$ cat src/rtl/dw_scan_ctrl.sv
// dw_scan_ctrl: raster scan controller for the depthwise-convolution stage.
// Walks every output pixel of a square map of side `matrix`, presenting the
// nine 3x3 tap addresses per pixel with zero-pad flags, plus the center
// index `i` and its border code `prov`. All outputs are registered.
// Optional feature macro: DW_SCAN_STRIDE2_EN adds a `stride2` input that
// visits only even-row/even-column centers.
module dw_scan_ctrl #(
  parameter int ADDR_W = 15,
  parameter int SIZE_W = 7
) (
  input  logic              clk,
  input  logic              rst_n,
  input  logic              go,
  input  logic [SIZE_W-1:0] matrix,
`ifdef DW_SCAN_STRIDE2_EN
  input  logic              stride2,
`endif
  input  logic              stall,
  output logic              busy,
  output logic              tap_valid,
  output logic [3:0]        tap_idx,
  output logic [ADDR_W-1:0] tap_addr,
  output logic              tap_pad,
  output logic [ADDR_W-1:0] i,
  output logic [1:0]        prov,
  output logic              pix_valid,
  output logic              done
);

  typedef enum logic [1:0] {S_IDLE, S_SCAN, S_DONE} state_t;

  localparam logic signed [SIZE_W+1:0] S_NEG1 = '1;
  localparam logic signed [SIZE_W+1:0] S_ZERO = '0;
  localparam logic signed [SIZE_W+1:0] S_POS1 = {{(SIZE_W+1){1'b0}}, 1'b1};

  state_t              state_q, state_d;
  logic [SIZE_W-1:0]   mat_q, mat_d, r_q, r_d, c_q, c_d;
  logic [3:0]          t_q, t_d;
  logic [ADDR_W-1:0]   rb_q, rb_d;
  logic [SIZE_W:0]     step, c_nxt, r_nxt;
  logic [ADDR_W-1:0]   rb_step;

  logic                busy_d, tap_valid_d, tap_pad_d, pix_valid_d, done_d;
  logic [3:0]          tap_idx_d;
  logic [ADDR_W-1:0]   tap_addr_d, i_d;
  logic [1:0]          prov_d;
  logic                busy_q, tap_valid_q, tap_pad_q, pix_valid_q, done_q;
  logic [3:0]          tap_idx_q;
  logic [ADDR_W-1:0]   tap_addr_q, i_q;
  logic [1:0]          prov_q;

  logic signed [SIZE_W+1:0] dy, dx, rr, cc, ms;
  logic [ADDR_W-1:0]   row_base;
  logic                pad, scan;

`ifdef DW_SCAN_STRIDE2_EN
  logic str_q, str_d;
  // Stride selects center step and row-base increment (2*matrix via shift).
  always_comb begin
    step    = str_q ? (SIZE_W+1)'(2) : (SIZE_W+1)'(1);
    rb_step = str_q ? (ADDR_W'(mat_q) << 1) : ADDR_W'(mat_q);
  end
`else
  // Fixed unit stride.
  always_comb begin
    step    = (SIZE_W+1)'(1);
    rb_step = ADDR_W'(mat_q);
  end
`endif

  // Next-state and counter stepping; counters describe the tap presented next.
  always_comb begin
    state_d = state_q;
    mat_d   = mat_q;
    r_d     = r_q;
    c_d     = c_q;
    t_d     = t_q;
    rb_d    = rb_q;
    done_d  = 1'b0;
`ifdef DW_SCAN_STRIDE2_EN
    str_d   = str_q;
`endif
    c_nxt   = {1'b0, c_q} + step;
    r_nxt   = {1'b0, r_q} + step;
    unique case (state_q)
      S_IDLE: begin
        if (go) begin
          mat_d = matrix;
`ifdef DW_SCAN_STRIDE2_EN
          str_d = stride2;
`endif
          r_d   = '0;
          c_d   = '0;
          t_d   = '0;
          rb_d  = '0;
          if (matrix != '0) begin
            state_d = S_SCAN;
          end else begin
            state_d = S_DONE;
            done_d  = 1'b1;
          end
        end
      end
      S_SCAN: begin
        if (!stall) begin
          if (t_q == 4'd8) begin
            t_d = '0;
            if (c_nxt >= {1'b0, mat_q}) begin
              c_d = '0;
              if (r_nxt >= {1'b0, mat_q}) begin
                state_d = S_DONE;
                done_d  = 1'b1;
              end else begin
                r_d  = r_nxt[SIZE_W-1:0];
                rb_d = rb_q + rb_step;
              end
            end else begin
              c_d = c_nxt[SIZE_W-1:0];
            end
          end else begin
            t_d = t_q + 4'd1;
          end
        end
      end
      S_DONE:  state_d = S_IDLE;
      default: state_d = S_IDLE;
    endcase
  end

  // Tap geometry and registered-output values derived from the next counters.
  always_comb begin
    dy       = S_POS1;
    dx       = S_POS1;
    row_base = rb_d + ADDR_W'(mat_d);
    unique case (t_d)
      4'd0, 4'd1, 4'd2: begin dy = S_NEG1; row_base = rb_d - ADDR_W'(mat_d); end
      4'd3, 4'd4, 4'd5: begin dy = S_ZERO; row_base = rb_d; end
      default: ;
    endcase
    unique case (t_d)
      4'd0, 4'd3, 4'd6: dx = S_NEG1;
      4'd1, 4'd4, 4'd7: dx = S_ZERO;
      default: ;
    endcase
    rr   = $signed({2'b00, r_d}) + dy;
    cc   = $signed({2'b00, c_d}) + dx;
    ms   = $signed({2'b00, mat_d});
    pad  = rr[SIZE_W+1] || (rr >= ms) || cc[SIZE_W+1] || (cc >= ms);
    scan = (state_d == S_SCAN);

    busy_d      = scan;
    tap_valid_d = scan;
    tap_idx_d   = scan ? t_d : 4'd0;
    tap_pad_d   = scan && pad;
    tap_addr_d  = (scan && !pad) ? row_base + ADDR_W'(cc) : '0;
    i_d         = scan ? rb_d + ADDR_W'(c_d) : '0;
    pix_valid_d = scan && (t_d == 4'd8);
    if (!scan)                   prov_d = 2'b00;
    else if (c_d == '0)          prov_d = 2'b11;
    else if (c_d == mat_d - 1'b1) prov_d = 2'b10;
    else                         prov_d = 2'b00;
  end

  // FSM, counters and registered outputs.
  always_ff @(posedge clk or negedge rst_n) begin
    if (!rst_n) begin
      state_q     <= S_IDLE;
      mat_q       <= '0;
      r_q         <= '0;
      c_q         <= '0;
      t_q         <= '0;
      rb_q        <= '0;
`ifdef DW_SCAN_STRIDE2_EN
      str_q       <= 1'b0;
`endif
      busy_q      <= 1'b0;
      tap_valid_q <= 1'b0;
      tap_idx_q   <= '0;
      tap_addr_q  <= '0;
      tap_pad_q   <= 1'b0;
      i_q         <= '0;
      prov_q      <= '0;
      pix_valid_q <= 1'b0;
      done_q      <= 1'b0;
    end else begin
      state_q     <= state_d;
      mat_q       <= mat_d;
      r_q         <= r_d;
      c_q         <= c_d;
      t_q         <= t_d;
      rb_q        <= rb_d;
`ifdef DW_SCAN_STRIDE2_EN
      str_q       <= str_d;
`endif
      busy_q      <= busy_d;
      tap_valid_q <= tap_valid_d;
      tap_idx_q   <= tap_idx_d;
      tap_addr_q  <= tap_addr_d;
      tap_pad_q   <= tap_pad_d;
      i_q         <= i_d;
      prov_q      <= prov_d;
      pix_valid_q <= pix_valid_d;
      done_q      <= done_d;
    end
  end

  assign busy      = busy_q;
  assign tap_valid = tap_valid_q;
  assign tap_idx   = tap_idx_q;
  assign tap_addr  = tap_addr_q;
  assign tap_pad   = tap_pad_q;
  assign i         = i_q;
  assign prov      = prov_q;
  assign pix_valid = pix_valid_q;
  assign done      = done_q;

endmodule

$ cat config.mk
export PLATFORM = sky130hd
export DESIGN_NAME = dw_scan_ctrl
export DESIGN_NICKNAME = d
export VERILOG_FILES = /design/src/rtl/dw_scan_ctrl.sv
export SDC_FILE = /design/constraint.sdc
export NUM_CORES = 1
export LEC_CHECK = 0
export ABC_AREA = 1
export CAP_MARGIN = 20
export CORE_ASPECT_RATIO = 0.8
export CORE_MARGIN = 8
export CORE_UTILIZATION = 55
export DETAILED_ROUTE_END_ITERATION = 7
export GPL_ROUTABILITY_DRIVEN = 0
export PLACE_DENSITY = 0.87
export SETUP_SLACK_MARGIN = 0.4
export SLEW_MARGIN = 0
export SYNTH_ARGS = -nofsm -noshare
export SYNTH_HDL_FRONTEND = slang
export SYNTH_SLANG_ARGS = --single-unit
export TNS_END_PERCENT = 50
$ cat constraint.sdc
create_clock -name clk -period 10.9 [get_ports clk]
set_input_delay 1.09 -clock clk [delete_from_list [all_inputs] [get_ports clk]]
set_output_delay 1.09 -clock clk [all_outputs]
set_load 0.01 [all_outputs]
==> results of run 1 <==
-- sequential cells by signal, summed over array words and instances (netlist names) --
name and cells:
i 15, rb_q 15, tap_addr 15, c_q 7, mat_q 7, r_q 7
t_q 4, tap_idx 4, prov 2, state_q 2, done 1, pix_valid 1
tap_pad 1, tap_valid 1
-- metrics by stage --
step	setup slack (ns)	hold slack [ns]	util, %	cell area, sq um	cells
4_1_cts	4.36	0.636	63.3	8550	1268
3_5_place_dp	4.03	0.621	61.2	8260	1252
5_1_grt	3.61	0.678	63.5	8570	1269
3_3_place_gp	4.29	0.634	61.2	8260	1252
2_1_floorplan	5.41	0.581	-	7560	1030
6_report	4.20	0.647	63.5	8570	1269
-- critical path: stages --
cell and delay, ns:
sky130_fd_sc_hd__clkdlybuf4s50_1 0.54, sky130_fd_sc_hd__nand2_1 0.55, sky130_fd_sc_hd__o21ai_0 0.92, sky130_fd_sc_hd__inv_1 0.17, sky130_fd_sc_hd__nor2_1 0.15, sky130_fd_sc_hd__nand4_1 0.26, sky130_fd_sc_hd__xor2_1 0.31, sky130_fd_sc_hd__a21oi_1 0.10
sky130_fd_sc_hd__ha_1 0.38, sky130_fd_sc_hd__nand2_1 0.07, sky130_fd_sc_hd__o21ai_0 0.36, sky130_fd_sc_hd__a31oi_1 0.20, sky130_fd_sc_hd__o21bai_1 0.24, sky130_fd_sc_hd__a31oi_1 0.12, sky130_fd_sc_hd__xor2_1 0.13, sky130_fd_sc_hd__o21ai_0 0.10
sky130_fd_sc_hd__ha_1 0.42, sky130_fd_sc_hd__inv_1 0.09, sky130_fd_sc_hd__nor3_1 0.27, sky130_fd_sc_hd__a21oi_1 0.11, sky130_fd_sc_hd__nand2_1 0.09, sky130_fd_sc_hd__xor2_1 0.15, sky130_fd_sc_hd__inv_1 0.06, sky130_fd_sc_hd__nor2_1 0.10
-- routing by layer --
metal	up-vias	GRT usage [%]
met5	-	0
met4	0	10.3
met3	86	6.39
met2	378	37.9
met1	3435	30.9
li1	3530	-
-- layout by cell type, fill, tap and decap left out, types with 6 or more instances in the layout --
cell,count
sky130_fd_sc_hd__nand2_1,205
sky130_fd_sc_hd__inv_1,150
sky130_fd_sc_hd__ha_1,92
sky130_fd_sc_hd__dfrtp_1,82
sky130_fd_sc_hd__a21oi_1,80
sky130_fd_sc_hd__nor2_1,77
sky130_fd_sc_hd__o21ai_0,76
sky130_fd_sc_hd__nand3_1,61
sky130_fd_sc_hd__clkdlybuf4s50_1,50
sky130_fd_sc_hd__xor2_1,38
sky130_fd_sc_hd__nand4_1,22
sky130_fd_sc_hd__xnor2_1,16
sky130_fd_sc_hd__nor3_1,14
sky130_fd_sc_hd__nand2_2,10
sky130_fd_sc_hd__o211ai_1,10
sky130_fd_sc_hd__clkbuf_16,9
sky130_fd_sc_hd__inv_2,8
sky130_fd_sc_hd__o21bai_1,6
sky130_fd_sc_hd__fa_1,6
sky130_fd_sc_hd__buf_4,6
-- area by class of cell --
type / count / share of cell area, %
multi-input combinational: 775 / 56.5
sequential: 82 / 23.9
inverter: 159 / 6.96
timing repair buffer: 57 / 6.68
clock buffer: 10 / 2.79
tap: 180 / 2.63
clock inverter: 6 / 0.555
-- worst max path at each step --
stage,startpoint,endpoint,slack [ns],depth (start not counted)
after floorplan,r_q[1],tap_addr[14],5.41,31
after global routing,r_q[1],tap_addr[13],3.61,37
after CTS,go,tap_addr[13],4.36,24
after global placement,go,tap_addr[13],4.29,24
final,go,tap_addr[13],4.20,24
after detailed placement,go,tap_addr[14],4.03,23
-- logic make-up after synthesis --
| group | after synthesis | synth area share [%] |
|---|---|---|
| compound gates | 208 | 15.9 |
| xor+xnor | 54 | 6.26 |
| fa+ha+maj | 98 | 16.8 |
| buf+inv | 173 | 8.78 |
| flops | 82 | 27.2 |
| simple gates | 415 | 25.0 |
==> results.txt, run 1 <==
----------------------------------------------------
[CTS]
  Clock latency at the later pin of the worst-skew pair ... 0.36 ns
  Number of buffers inserted by post-CTS setup repair ... 0
  Total clock sinks ... 82
  Clock Path Buffers ... 2
  Clock-pin slew reported for the worst setup and hold paths after clock tree synthesis ... 0.07 ns
  Total of cells resized after clock tree synthesis ... 0
  Clock tree root driver cell ... sky130_fd_sc_hd__clkbuf_16
  Number of buffers added to fix hold violations after cts ... 0
  # H-tree levels ... 3
  TritonCTS buffer count ... 9
  CTS tree ... built

[Synth]
  Distinct cell type count of the synthesized netlist ... 49
  Synth top area cells ... sky130_fd_sc_hd__dfrtp_1 (27%), sky130_fd_sc_hd__ha_1 (15%), sky130_fd_sc_hd__nand2_1 (10%), sky130_fd_sc_hd__inv_1 (7.5%), sky130_fd_sc_hd__a21oi_1 (5.3%)
  EDFF count, synth ... 0
  Post-synthesis net count ... 1139
  Total standard cell area after synthesis ... 7560 sq um
  Most frequent cells after synthesis ... sky130_fd_sc_hd__nand2_1 (205), sky130_fd_sc_hd__inv_1 (150), sky130_fd_sc_hd__ha_1 (92)
  Cell taking the most area after synthesis ... sky130_fd_sc_hd__dfrtp_1
  Portion of the post-synthesis area used by sequential elements ... 27.2%
  Number of warning messages in the yosys log ... 0
  Syn avg cell area ... 7.34 sq um
  Async set-or-reset flop fraction in the synthesized netlist ... 100%
  Dominant synthesized flop cell ... sky130_fd_sc_hd__dfrtp_1
  Number of flip-flops and latches in the synthesized netlist ... 82
  Post-Syn Instances ... 1030
  Area fraction of the dominant cell type after synthesis ... 27.2%
  Most frequent cell after synthesis ... sky130_fd_sc_hd__nand2_1

[Detailed routing]
  Total Routed Length ... 21.1 mm
  First-pass iteration count of the detailed router ... 6
  Routed via count divided by cell count ... 5.85
  Max Used Layer ... met4
  Detailed-route via count ... 7429
  Number of remaining DRC errors ... 0
  Sum of met2 wire segment lengths after detailed routing ... 9.25 mm
  Routed length per instance ... 16.7 um
  Number of violations reported at the end of detailed-routing iteration 0 ... 728
  Met3 routed wirelength ... 2.17 mm
  Routed metal-1 wire length ... 8.90 mm
  Count of antenna-violating nets left after detailed routing ... 0

[Die]
  Initial standard-cell utilization of the core ... 56.0%
  Die extent in y ... 121 um
  Area of the placeable core ... 13500 sq um
  Number of placement rows ... 38
  Die Wd ... 147 um
  Number of top-level pins ... 52
  Area enclosed by the die boundary ... 17800 sq um

[Critical path]
  Flop-to-flop setup slack ... 4.20 ns
  Worst Setup Path Type ... in -> reg
  Data required time at the worst endpoint ... 11.19 ns
  Start of the worst register-to-register path ... r_q[1]
  CP Max Fanout ... 26
  Worst reg2reg path endpoint ... tap_addr[13]
  Arrival time reported for the critical path endpoint ... 6.99 ns
  Critical Path Source Type ... input pin
  Worst setup EP type ... flip-flop
  Cell count of the worst reg-to-reg path ... 37

[Cells and area]
  FILL cells ... 1159
  Synthesis-to-layout area growth ... 13.5%
  Multi-input gate area in the final layout ... 4840 sq um
  Layout cells sized above 1 ... 6.89%
  Sequential Area ... 2050 sq um
  Post-layout net count ... 1193
  Diodes inserted ... 0

[STA]
  Worst clock skew ... 0.00904 ns
  Clock period minus final worst setup slack ... 6.70 ns
  Accumulated negative setup slack ... 0 ns
  Hold violation count in the final report ... 0
  Unrepaired setup endpoints after global routing ... no
  Achievable frequency ... 0.149 GHz
  Worst slew margin relative to its limit ... 25.8%
  Max Transition Viols Final ... 0
  Slew at the pin closest to its max-slew limit ... 1.10 ns
  Final setup violation count ... 0
  Share of the clock period used by the worst path after layout ... 61.5%

[GRT]
  First-pass GRT wire length ... 34.9 mm
  Via count of the first global-routing pass ... 7053
  Antenna violations before repair ... 0
  Largest net degree at the start of global routing ... 83
  Global route total overflow ... 0
  Total Routing Usage GR ... 24.1%

[Min path]
  Worst Hold Class ... reg -> reg
  Hold Crit Start ... t_q[0]
  Hold Path Sink ... t_q[0]
  Hold Crit Depth ... 2

[Place]
  DP Wirelength ... 16.2 mm
  Count of buffers from port buffering ... 51

[Status]
  Run status ... completed

[Run]
  Maximum Capacitance Violations ... 0

----------------------------------------------------
Power of run 1 is not shown: default switching activity piles up to over one toggle a cycle in this logic, so the estimate is an artifact.
==> run 2: changes to the inputs <==
Clock period 10.9 ns to 7 ns, I/O delays scaled along.
==> results.txt, run 2 (same netlist as run 1, synthesis figures left out) <==
----------------------------------------------------
[Die]
  Die Wd ... 147 um (unchanged)
  Area of the placeable core ... 13500 sq um (unchanged)
  Number of placement rows ... 38 (unchanged)
  Number of top-level pins ... 52 (unchanged)
  Area enclosed by the die boundary ... 17800 sq um (unchanged)
  Initial standard-cell utilization of the core ... 56.0% (unchanged)
  Die extent in y ... 121 um (unchanged)

[Critical path]
  Worst Setup Path Type ... reg -> reg
  Arrival time reported for the critical path endpoint ... 6.43 ns (-0.56 ns)
  Crit path top cell by count ... sky130_fd_sc_hd__o21ai_0
  Worst reg2reg path endpoint ... tap_addr[11]
  Worst setup EP type ... flip-flop
  Worst setup endpoint ... tap_addr[11]
  Start of the worst register-to-register path ... r_q[1]
  Flop-to-flop setup slack ... 0.80 ns (-3.40 ns)
  Cell count of the worst reg-to-reg path ... 36 (-2.7%)
  CP Max Fanout ... 18 (-31%)
  Crit path from ... r_q[1]
  Data required time at the worst endpoint ... 7.23 ns (-3.96 ns)
  Worst path slowest cell ... sky130_fd_sc_hd__fa_1
  Critical Path Source Type ... flip-flop
  Slowest stage delay, CP ... 0.47 ns (-0.45 ns)

[Detailed routing]
  First-pass iteration count of the detailed router ... 6 (unchanged)
  Routed length per instance ... 16.7 um (+0.30%)
  Total Routed Length ... 21.4 mm (+1.3%)
  Number of remaining DRC errors ... 0 (unchanged)
  Number of violations reported at the end of detailed-routing iteration 0 ... 791 (+8.7%)
  Routed via count divided by cell count ... 5.83 (-0.35%)
  Detailed-route via count ... 7479 (+0.67%)
  Count of antenna-violating nets left after detailed routing ... 0 (unchanged)

[STA]
  Slew at the pin closest to its max-slew limit ... 0.982 ns (-0.122 ns)
  Worst clock skew ... 0.00870 ns (-0.000332 ns)
  Worst hold margin ... 0.179 ns (-0.468 ns)
  Final setup violation count ... 0 (unchanged)
  Hold violation count in the final report ... 0 (unchanged)
  Achievable frequency ... 0.161 GHz
  Share of the clock period used by the worst path after layout ... 88.6%
  Unrepaired setup endpoints after global routing ... no
  Clock period minus final worst setup slack ... 6.20 ns
  Worst slew margin relative to its limit ... 34.0% (+8.2 points)
  Accumulated negative setup slack ... 0 ns (unchanged)
  Max Transition Viols Final ... 0 (unchanged)

[Cells and area]
  Diodes inserted ... 0 (unchanged)
  Most common cell after layout, fill and taps aside ... sky130_fd_sc_hd__nand2_1
  Post-layout net count ... 1206 (+1.1%)
  Layout cells sized above 1 ... 8.35% (+1.5 points)
  FILL cells ... 1107 (-4.5%)
  Synthesis-to-layout area growth ... 15.0%
  Commonest cells after routing, fill and taps aside ... sky130_fd_sc_hd__nand2_1 (205), sky130_fd_sc_hd__inv_1 (149), sky130_fd_sc_hd__ha_1 (92)

[GRT]
  Global route total overflow ... 0 (unchanged)
  Via count of the first global-routing pass ... 6937 (-1.6%)
  Antenna violations before repair ... 0 (unchanged)
  First-pass GRT wire length ... 34.5 mm (-1.0%)
  Total Routing Usage GR ... 23.9% (-0.19 points)
  Largest net degree at the start of global routing ... 83 (unchanged)

[CTS]
  Clock tree root driver cell ... sky130_fd_sc_hd__clkbuf_16
  Clock-pin slew reported for the worst setup and hold paths after clock tree synthesis ... 0.07 ns (about the same)
  Clock Path Buffers ... 2 (unchanged)
  Clock latency at the later pin of the worst-skew pair ... 0.35 ns (about the same)
  # H-tree levels ... 3 (unchanged)
  TritonCTS buffer count ... 9 (unchanged)
  CTS tree ... built
  Total clock sinks ... 82 (unchanged)

[Min path]
  Worst Hold Class ... in -> async

[Status]
  Run status ... completed

[Place]
  DP Wirelength ... 16.5 mm (+1.7%)
  Count of buffers from port buffering ... 51 (unchanged)

[Run]
  Maximum Capacitance Violations ... 0 (unchanged)

----------------------------------------------------
## run 2: through the flow
stage	worst slack, ns	std cells	utilization (%)	instance area (sq um)
after floorplan	1.51	1030	-	7560
after global placement	1.06	1262	61.7	8340
after detailed placement	0.779	1262	61.7	8340
after CTS	0.656	1278	63.8	8610
after global routing	0.295	1282	64.3	8690
final	0.800	1282	64.3	8690
## run 2: layout make-up
type                            count  area (sq um)  share of cell area [%]
Multi-Input combinational cell    775          4860                    55.9
Sequential cell                    82          2050                    23.6
Timing Repair Buffer               70           671                    7.72
Inverter                          159           601                    6.91
Clock buffer                       10           229                    2.64
Tap cell                          180           225                    2.59
Clock inverter                      6          50.0                   0.576
## run 2: repair_timing
action,in CTS,in global routing
setup endpoints to repair,0,4
hold buffers,0,0
resized for setup,0,8
setup buffers,0,3
endpoints found under the hold margin,0,0
## run 2: worst min-delay path by stage
stage / to / depth (start not counted) / start
after global routing: done / 1 / rst_n
after detailed placement: t_q[0] / 2 / t_q[0]
final: done / 1 / rst_n
after floorplan: c_q[0] / 0 / rst_n
after global placement: t_q[0] / 2 / t_q[0]
after CTS: tap_idx[2] / 1 / rst_n
## run 2: routing by layer
layer | up-vias | wire, um | GRT usage (%)
met4 | 0 | 797 | 11.1
met1 | 3444 | 8880 | 31.1
met5 | - | 0 | 0
met3 | 70 | 2330 | 5.64
li1 | 3555 | - | -
met2 | 410 | 9430 | 37.1
## run 2: worst max-delay path, delay by kind of cell (launching register included)
kind	cells	cell delay [ns]
fa+ha+maj	4	1.32
simple gates	12	1.54
xor+xnor	2	0.39
flops	1	0.39
buf+inv	7	1.06
compound gates	11	1.37
Power of run 2 is left out for the same reason.
